File: src/rtl/elevator_controller.sv
// Single-car SCAN/collective elevator scheduler: moves the car floor by floor,
// opens the door at served floors and returns one-cycle clear pulses to the button latches.
module elevator_controller #(
   parameter int FLOORS      = 8,
   parameter int FLOOR_W     = 3,
   parameter int MOVE_CYCLES = 16,
   parameter int DOOR_CYCLES = 32
) (
   input  logic               clk,
   input  logic               reset,
   input  logic [FLOORS-1:0]  active_in_levels,
   input  logic [FLOORS-1:0]  active_out_up_levels,
   input  logic [FLOORS-1:0]  active_out_down_levels,
   output logic [FLOORS-1:0]  inactivate_in_levels,
   output logic [FLOORS-1:0]  inactivate_out_up_levels,
   output logic [FLOORS-1:0]  inactivate_out_down_levels,
   output logic [FLOOR_W-1:0] current_floor,
   output logic               dir_up,
   output logic               moving,
   output logic               door_open
);

   localparam int MAX_CYCLES = (MOVE_CYCLES > DOOR_CYCLES) ? MOVE_CYCLES : DOOR_CYCLES;
   localparam int TIMER_W    = (MAX_CYCLES > 1) ? $clog2(MAX_CYCLES) : 1;

   localparam logic [TIMER_W-1:0] MOVE_LAST = TIMER_W'(MOVE_CYCLES - 1);
   localparam logic [TIMER_W-1:0] DOOR_LAST = TIMER_W'(DOOR_CYCLES - 1);
   localparam logic [TIMER_W-1:0] TIMER_ONE = TIMER_W'(1);
   localparam logic [FLOOR_W-1:0] FLOOR_ONE = FLOOR_W'(1);

   localparam logic [1:0] ST_IDLE   = 2'd0;
   localparam logic [1:0] ST_MOVING = 2'd1;
   localparam logic [1:0] ST_ARRIVE = 2'd2;
   localparam logic [1:0] ST_DOOR   = 2'd3;

   logic [1:0]         state_q, state_d;
   logic [FLOOR_W-1:0] floor_q, floor_d;
   logic               dir_up_q, dir_up_d;
   logic [TIMER_W-1:0] timer_q, timer_d;
   logic [FLOORS-1:0]  inact_in_q, inact_in_d;
   logic [FLOORS-1:0]  inact_up_q, inact_up_d;
   logic [FLOORS-1:0]  inact_dn_q, inact_dn_d;
   logic               moving_q, moving_d;
   logic               door_open_q, door_open_d;

   logic [FLOORS-1:0]  req;
   logic [FLOORS-1:0]  floor_sel;
   logic               above, below, fwd;
   logic               in_here, up_here, dn_here, req_here;
   logic               same_here, opp_here, stop_here;

   // Request view relative to the car's current floor.
   always_comb begin
      req       = active_in_levels | active_out_up_levels | active_out_down_levels;
      floor_sel = {{(FLOORS-1){1'b0}}, 1'b1} << floor_q;
      above     = 1'b0;
      below     = 1'b0;
      for (int i = 0; i < FLOORS; i++) begin
         if (i > int'(floor_q)) above = above | req[i];
         if (i < int'(floor_q)) below = below | req[i];
      end
      in_here   = active_in_levels[floor_q];
      up_here   = active_out_up_levels[floor_q];
      dn_here   = active_out_down_levels[floor_q];
      req_here  = req[floor_q];
      fwd       = dir_up_q ? above : below;
      same_here = dir_up_q ? up_here : dn_here;
      opp_here  = dir_up_q ? dn_here : up_here;
      stop_here = in_here | same_here | (!fwd & req_here);
   end

   always_comb begin
      // NOTE: every next-state signal gets a default first so no path can infer a latch.
      state_d    = state_q;
      floor_d    = floor_q;
      dir_up_d   = dir_up_q;
      timer_d    = timer_q;
      inact_in_d = '0;
      inact_up_d = '0;
      inact_dn_d = '0;

      case (state_q)
         ST_IDLE: begin
            if (req_here) begin
               state_d    = ST_DOOR;
               timer_d    = DOOR_LAST;
               inact_in_d = in_here ? floor_sel : '0;
               inact_up_d = up_here ? floor_sel : '0;
               inact_dn_d = dn_here ? floor_sel : '0;
            end else if (above || below) begin
               dir_up_d = above;
               state_d  = ST_MOVING;
               timer_d  = MOVE_LAST;
            end
         end
         ST_MOVING: begin
            if (timer_q == '0) begin
               state_d = ST_ARRIVE;
               floor_d = dir_up_q ? floor_q + FLOOR_ONE : floor_q - FLOOR_ONE;
            end else begin
               timer_d = timer_q - TIMER_ONE;
            end
         end
         ST_ARRIVE: begin
            if (stop_here) begin
               state_d    = ST_DOOR;
               timer_d    = DOOR_LAST;
               inact_in_d = in_here ? floor_sel : '0;
               // With nothing further ahead both hall calls here are collected.
               inact_up_d = (up_here && (dir_up_q || !fwd)) ? floor_sel : '0;
               inact_dn_d = (dn_here && (!dir_up_q || !fwd)) ? floor_sel : '0;
               if (!fwd && opp_here) dir_up_d = !dir_up_q;
            end else if (fwd) begin
               state_d = ST_MOVING;
               timer_d = MOVE_LAST;
            end else begin
               state_d = ST_IDLE;
            end
         end
         ST_DOOR: begin
            if (timer_q == '0) state_d = ST_IDLE;
            else               timer_d = timer_q - TIMER_ONE;
         end
         default: state_d = ST_IDLE;
      endcase

      moving_d    = (state_d == ST_MOVING);
      door_open_d = (state_d == ST_DOOR);
   end

   // NOTE: sequential state uses non-blocking assignments so every flop samples pre-edge values.
   always_ff @(posedge clk) begin
      if (reset) begin
         state_q     <= ST_IDLE;
         floor_q     <= '0;
         dir_up_q    <= 1'b1;
         timer_q     <= '0;
         inact_in_q  <= '0;
         inact_up_q  <= '0;
         inact_dn_q  <= '0;
         moving_q    <= 1'b0;
         door_open_q <= 1'b0;
      end else begin
         state_q     <= state_d;
         floor_q     <= floor_d;
         dir_up_q    <= dir_up_d;
         timer_q     <= timer_d;
         inact_in_q  <= inact_in_d;
         inact_up_q  <= inact_up_d;
         inact_dn_q  <= inact_dn_d;
         moving_q    <= moving_d;
         door_open_q <= door_open_d;
      end
   end

   assign inactivate_in_levels       = inact_in_q;
   assign inactivate_out_up_levels   = inact_up_q;
   assign inactivate_out_down_levels = inact_dn_q;
   assign current_floor              = floor_q;
   assign dir_up                     = dir_up_q;
   assign moving                     = moving_q;
   assign door_open                  = door_open_q;

endmodule

File: config.mk
export PLATFORM = sky130hd
export DESIGN_NAME = elevator_controller
export DESIGN_NICKNAME = d
export VERILOG_FILES = /design/src/rtl/elevator_controller.sv
export SDC_FILE = /design/constraint.sdc
export NUM_CORES = 1
export LEC_CHECK = 0
export CELL_PAD_IN_SITES_DETAIL_PLACEMENT = 0
export CELL_PAD_IN_SITES_GLOBAL_PLACEMENT = 2
export CORE_ASPECT_RATIO = 1.5
export CORE_MARGIN = 5
export CORE_UTILIZATION = 30
export CTS_CLUSTER_SIZE = 30
export DETAILED_ROUTE_END_ITERATION = 10
export HOLD_SLACK_MARGIN = 0.05
export PLACE_DENSITY_LB_ADDON = 0.08
export SYNTH_ARGS = -nofsm -noshare
export SYNTH_HDL_FRONTEND = slang
export SYNTH_SLANG_ARGS = --single-unit
File: constraint.sdc
create_clock -name clk -period 2.8 [get_ports clk]
set_input_delay 0.56 -clock clk [delete_from_list [all_inputs] [get_ports clk]]
set_output_delay 0.56 -clock clk [all_outputs]
set_load 0.02 [all_outputs]
# [Yosys cells after proc, flatten, opt, wreduce, memory -nomap -nowiden]
# Index checks and enable logic that the tools add are counted.
[totals] ff_bits=37 latch_bits=0 ram_bits=0 rom_bits=0 in_bits=26 output_inout_bits=30 elab_cells=130 mem_count=0
[op_classes] add_sub_neg=3 mul=0 n_div=0 order_cmp=15 n_eq_ne=12 shift=1 n_mux=58 bitwise=17 n_reduce_logical=15
[op_table] cell="$mux 8" n=11
[op_table] cell="$pmux 8 s2" n=3
[op_table] cell="$mux 1" n=26
[op_table] cell="$mux 5" n=5
[op_table] cell="$or 8x8->8" n=2
[op_table] cell="$pmux 5 s3" n=1
[op_table] cell="$or 1x1->1" n=14
[op_table] cell="$bmux 1 s3" n=4
[op_table] cell="$gt 3x3->1 const A" n=4
[op_table] cell="$mux 2" n=5
[op_table] cell="$ne 2x2->1 const B" n=5
[op_table] cell="$lt 3x3->1 const A" n=3
[op_table] cell="$pmux 2 s4" n=1
[op_table] cell="$shl 1x3->8 const A" n=1
[op_table] cell="$eq 2x2->1 const B" n=3
[op_table] cell="$gt 2x3->1 const A" n=2
[op_table] cell="$lt 1x3->1 const A" n=2
[op_table] cell="$lt 2x3->1 const A" n=2
[op_table] cell="$ne 3x3->1 const B" n=2
[op_table] cell="$logic_not 5->1" n=1
[op_table] cell="$reduce_and 5->1" n=1
[op_table] cell="$sub 5x1->5 const B" n=1
[op_table] cell="$eq 2x1->1 const B" n=2
[op_table] cell="$lt 3x4->1 const B" n=1
[op_table] cell="14 further kinds" n=19

# [Logic depth before layout (Yosys ltp)]
[logic_depth] depth_word=22 ltp_mapped=10 depth_no_buf=9

# [Worst setup path after synthesis]
# No wires, ideal clock.
[synth_timing] kind="flip-flop to flip-flop" start="reg floor_q[1], in the netlist current_floor[1]" end="reg timer_q[3]" setup_time_ns=0.100 t_arrival_ns=2.390 required_ns=2.700 slack_ns=0.310 stages_incl_launch_ff=11 path_buffers=1 synth_period_minus_slack_ns=2.490 cell_sequence="dfxtp_1 buf_6 clkinv_1 ha_1 nor2b_1 o21ai_0 a21oi_1 nand2_1 a2111oi_2 a211o_4 a2111oi_4"
[synth_between] elab_chain_len=20 word_cells_on_any_way=61 cone_classes="14 x order compare; 2 x eq/ne; 27 x mux; 15 x bitwise; 3 x reduce/logical"
[synth_rtl] element="start, declared" line="37" rtl="logic [FLOOR_W-1:0] floor_q, floor_d;"
[synth_rtl] element="start signal, assigned" line="145" rtl="floor_q <= floor_d;"
[synth_rtl] element="$lt 1x3->1 / $gt 1x3->1 (equally long branches)" line="60, 59"
[synth_rtl] element="$mux 1 (on tied branches)" line="60, 59"
[synth_rtl] element="$or 1x1->1 (on tied branches)" line="60, 59"
[synth_rtl] element="$mux 1 (on tied branches)" line="60, 59"
[synth_rtl] element="$or 1x1->1 (on tied branches)" line="60, 59"
[synth_rtl] element="$mux 1 (on tied branches)" line="60, 59"
[synth_rtl] element="$or 1x1->1 (on tied branches)" line="60, 59"
[synth_rtl] element="$mux 1 (on tied branches)" line="60, 59"
[synth_rtl] element="[4 not listed]"
[synth_rtl] element="$or 1x1->1 (on tied branches)" line="60, 59"
[synth_rtl] element="$mux 1 (on tied branches)" line="60, 59"
[synth_rtl] element="$mux 1" line="66" rtl="fwd = dir_up_q ? above : below;"
[synth_rtl] element="$logic_not 1->1" line="69" rtl="stop_here = in_here | same_here | (!fwd & req_here);"
[synth_rtl] element="$and 1x1->1" line="69"
[synth_rtl] element="$or 1x1->1" line="69"
[synth_rtl] element="$ne 3x3->1 (no line) / $mux 5 (equally long branches)"
[synth_rtl] element="$reduce_and 3->1 (no line) / $pmux 5 s3 (equally long branches)"
[synth_rtl] element="end signal, assigned" line="147" rtl="timer_q <= timer_d;"
[synth_rtl] element="end, declared" line="39" rtl="logic [TIMER_W-1:0] timer_q, timer_d;"
# Parallel ways exist; a longest one is shown, timed or not. The select of a mux whose other input is x is not followed.
# A chain may end at the register's enable or synchronous reset.

# [Worst setup path after layout]
[layout_timing] start="in active_in_levels[5]" end="reg inact_dn_q[3], in the netlist inactivate_out_down_levels[3]"
[layout_between] elab_chain_len=15 word_cells_on_any_way=27 cone_classes="14 x mux; 10 x bitwise; 3 x reduce/logical"
[layout_rtl] element="start, declared" line="11" rtl="input logic [FLOORS-1:0] active_in_levels,"
[layout_rtl] element="$or 8x8->8 (2 in series)" line="54" rtl="req = active_in_levels | active_out_up_levels | active_out_down_levels;"
[layout_rtl] element="$or 1x1->1" line="59" rtl="if (i > int'(floor_q)) above = above | req[i];"
[layout_rtl] element="$mux 1" line="59"
[layout_rtl] element="$or 1x1->1" line="59"
[layout_rtl] element="$mux 1" line="59"
[layout_rtl] element="$or 1x1->1" line="59"
[layout_rtl] element="$mux 1" line="59"
[layout_rtl] element="$mux 1" line="66"
[layout_rtl] element="$logic_not 1->1" line="69, 111"
[layout_rtl] element="$logic_or 1x1->1" line="111" rtl="inact_dn_d = (dn_here && (!dir_up_q || !fwd)) ? floor_sel : '0;"
[layout_rtl] element="$logic_and 1x1->1" line="111"
[layout_rtl] element="$mux 8" line="111"
[layout_rtl] element="$mux 8" line="105" rtl="if (stop_here) begin"
[layout_rtl] element="$pmux 8 s2 *" line="82" rtl="case (state_q)"
[layout_rtl] element="end signal, assigned" line="150" rtl="inact_dn_q <= inact_dn_d;"
[layout_rtl] element="end, declared" line="42" rtl="logic [FLOORS-1:0] inact_dn_q, inact_dn_d;"
# Mark *: on every way between the ends. The rest lies on a longest branch, timed or not. The select of a mux whose other input is x is not followed.

==> reports/results.ini <==
[global_route]
number_of_antenna_violations_at_the_first_check_in_global_routing = 0
first_global_vias = 2146
grt_first_pass_wirelength_um = 10500
gr-usage-all-layers_pct = 14.9
grt_start_max_net_pins = 17
grt.overflow.total = 0

[layout]
final_common_cell = sky130_fd_sc_hd__clkdlybuf4s50_1
final_design_area_no_fill_sq_um = 3180
most-common-layout-cells = sky130_fd_sc_hd__clkdlybuf4s50_1, sky130_fd_sc_hd__dfxtp_1, sky130_fd_sc_hd__buf_4
design.final.nets = 344
finish.cell_count_without_fillers = 410
num_antenna_cells = 0
fillers = 759
area_growth_pct = 43.2
drive_gt1_share_pct = 25.5

[cts]
tritoncts = yes
clkTransAtPathRegs_ns = 0.08
cts.repair.resized = 0
postCtsSetupBuffers = 0
max-clock-path-buffers = 2
cts_root_buf = sky130_fd_sc_hd__clkbuf_8
holdBufCountCts = 0
cts_inserted_buffers = 5
cts_htree_levels = 2
clkLatencyLatePin_ns = 0.30
cts_num_sinks = 37

[worst_setup_path]
critPathRequiredTime_ns = 3.00
arrival_ns = 2.83
critPathLaunchType = primary input
critical_path.cell_chain = clkdlybuf4s50_1 > nor3_2 > nand3_1 > a311oi_2 > nand3_1 > a211oi_4 > buf_4 > o21ai_4 > a221oi_1
critPathTopFamily = compound AO/OA/AOI/OAI gates
path_buf_inv = 2
cp_slowest_stage_delay_ns = 0.45
cpMaxStageDelayCell = sky130_fd_sc_hd__clkdlybuf4s50_1
timing.setup.critical_path_class = primary input to flip-flop
path_common_cell = sky130_fd_sc_hd__nand3_1
timing.critical_path.fanout_max = 8
worst_setup_path_end_kind = flip-flop

[timing]
timing.final.max_slew_violations = 0
tightest_slew_ns = 0.577
timing.fmax_mhz = 380
setup_slack_ns = 0.169
finClkSkew_ns = 0.00265
hold_viol_final = 0
timing.slew.headroom_pct = 61.4
min_period_over_period_pct = 94.0
finalCriticalPeriod_ns = 2.63
grt_setup_unrepaired = false
setup-violations-final = 0

[synth]
netlist-cell-type-count = 63
yosys_warnings = 0
ys_dominant_reg_cell = sky130_fd_sc_hd__dfxtp_1
post-synth-top-area-cell = sky130_fd_sc_hd__dfxtp_1
synth.area.top_cells = sky130_fd_sc_hd__dfxtp_1, sky130_fd_sc_hd__a221oi_2, sky130_fd_sc_hd__ha_1, sky130_fd_sc_hd__a221oi_1, sky130_fd_sc_hd__nor2_1
netlist.area_leader.share_pct = 33.4
synth-seq-area-share_pct = 33.4
average_footprint_of_a_synthesized_cell_sq_um = 9.87
synthesis.area_sq_um = 2220
ys_async_sr_fraction_pct = 0
synth-seq-cells = 37
synth_cells = 225
syn-num-nets = 260
synth_edf_count = 0

[floorplan]
floorplan.core_area_sq_um = 7230
design.die.area_sq_um = 9250
chipWidth_um = 80.2
die_y_um = 115
floorplan.io_pins = 56
site_row_count = 38
start_util_pct = 30.7

[placed_design]
port-buffer-count = 55
pre_cts_slack_ns = -0.177
dp_hpwl_um = 5240
place_congestion = 0.764
placed_cell_area_sq_um = 3090
placed_cells = 402

[route]
dr.pass1.iters = 4
drt-wirelength-per-cell_um = 15.6
num_vias = 2046
via_per_inst = 4.99
post-route-drc-count = 0
drt_iter0_markers = 110
postRouteWirelength_um = 6410
ant_nets = 0

[power_and_ir_drop]
report.power.total_mw = 1.35
vdd.ir_drop.worst_uv = 165
power.static_leakage_nw = 1.17
power.density_cell_area_nw_per_um2 = 426

[run]
cap_violations = 0

[hold_path]
classification_of_the_worst_slack_hold_path = flip-flop to flip-flop

[status]
status = finished, final reports clean

[synth_stat cells, types with 2 or more instances]
library cell               number
sky130_fd_sc_hd__nor4_1         2
sky130_fd_sc_hd__inv_1          5
sky130_fd_sc_hd__o21ai_1        3
sky130_fd_sc_hd__o21ai_0        5
sky130_fd_sc_hd__mux4_2         3
sky130_fd_sc_hd__ha_1           9
sky130_fd_sc_hd__a211oi_1       2
sky130_fd_sc_hd__buf_2          5
sky130_fd_sc_hd__nand3_1       10
sky130_fd_sc_hd__nor3_1        11
sky130_fd_sc_hd__nand2_1       20
sky130_fd_sc_hd__mux2i_1        5
sky130_fd_sc_hd__a311oi_2       2
sky130_fd_sc_hd__dfxtp_1       37
sky130_fd_sc_hd__clkbuf_1       3
sky130_fd_sc_hd__o211ai_1       2
sky130_fd_sc_hd__buf_6          3
sky130_fd_sc_hd__nand3b_1       3
sky130_fd_sc_hd__nand2b_1       2
sky130_fd_sc_hd__nor2_1        21
sky130_fd_sc_hd__a21oi_1        3
sky130_fd_sc_hd__nor2b_1        4
sky130_fd_sc_hd__a221oi_1      10
sky130_fd_sc_hd__xor2_1         2
sky130_fd_sc_hd__a21o_1         3
sky130_fd_sc_hd__nand2_2        2
sky130_fd_sc_hd__a221oi_2       9
sky130_fd_sc_hd__nor3_2         3
sky130_fd_sc_hd__nand2_4        2
[tightest hold or removal path: cells and delay by family (launching register included)]
family,cells,cell delay (ns)
AO/OA/AOI/OAI,1,0.06
buffers and inverters,1,0.09
flip-flops,1,0.33
[per-layer routing]
layer	track usage, %	share of wire [%]	vias up
li1	-	-	1023
met1	15.3	37	962
met5	0	0	-
met3	2.35	3.6	9
met2	29.3	57	52
met4	5.41	1.6	0
[logic make-up after synthesis]
group           count (synthesis)  synth area share [%]
buf+inv                        19                  4.68
flops                          37                  33.4
compound gates                 59                  27.7
xor+xnor                        3                  1.18
mux                             9                  6.48
fa+ha+maj                       9                  5.07
simple gates                   89                  21.5
[flip-flops by register name, indices dropped and copies added (netlist names)]
| register | cells |
|---|---|
| inactivate_out_up_levels | 8 |
| door_open | 1 |
| dir_up | 1 |
| state_q | 2 |
| moving | 1 |
| inactivate_out_down_levels | 8 |
| inactivate_in_levels | 8 |
| current_floor | 3 |
| timer_q | 5 |
[power breakdown]
part / switching, mW / internal [mW]
clock network: 0.217 / 0.177
logic: 0.194 / 0.180
registers: 0.0322 / 0.554
[path summary, 6_finish.rpt]
check,depth (start not counted),startpoint,end,slack (ns)
worst min register to register,2,timer_q[0],timer_q[0],0.52
worst max-delay path,9,active_in_levels[5],inactivate_out_down_levels[3],0.17
worst max register to register,9,current_floor[1],timer_q[3],0.28
worst min-delay path,2,timer_q[0],timer_q[0],0.52
[per-stage QoR]
step	setup TNS (ns)	utilization [%]	hold WS [ns]
after global placement	-3.29	42.7	0.509
after floorplan	0	-	0.479
after detailed placement	-3.19	42.7	0.511
final	0	44.0	0.523
after CTS	0	44.0	0.531
after global routing	0	44.0	0.561
[area by class of cell]
cell class / instances / area, sq um / share of cell area, %
Multi-Input combinational cell: 169 / 1380 / 43.4
Timing Repair Buffer: 89 / 818 / 25.7
Sequential cell: 37 / 741 / 23.3
Tap cell: 100 / 125 / 3.94
Clock buffer: 5 / 68.8 / 2.16
Inverter: 7 / 26.3 / 0.826
Clock inverter: 3 / 21.3 / 0.669
Power figures use the tool's default switching activity.
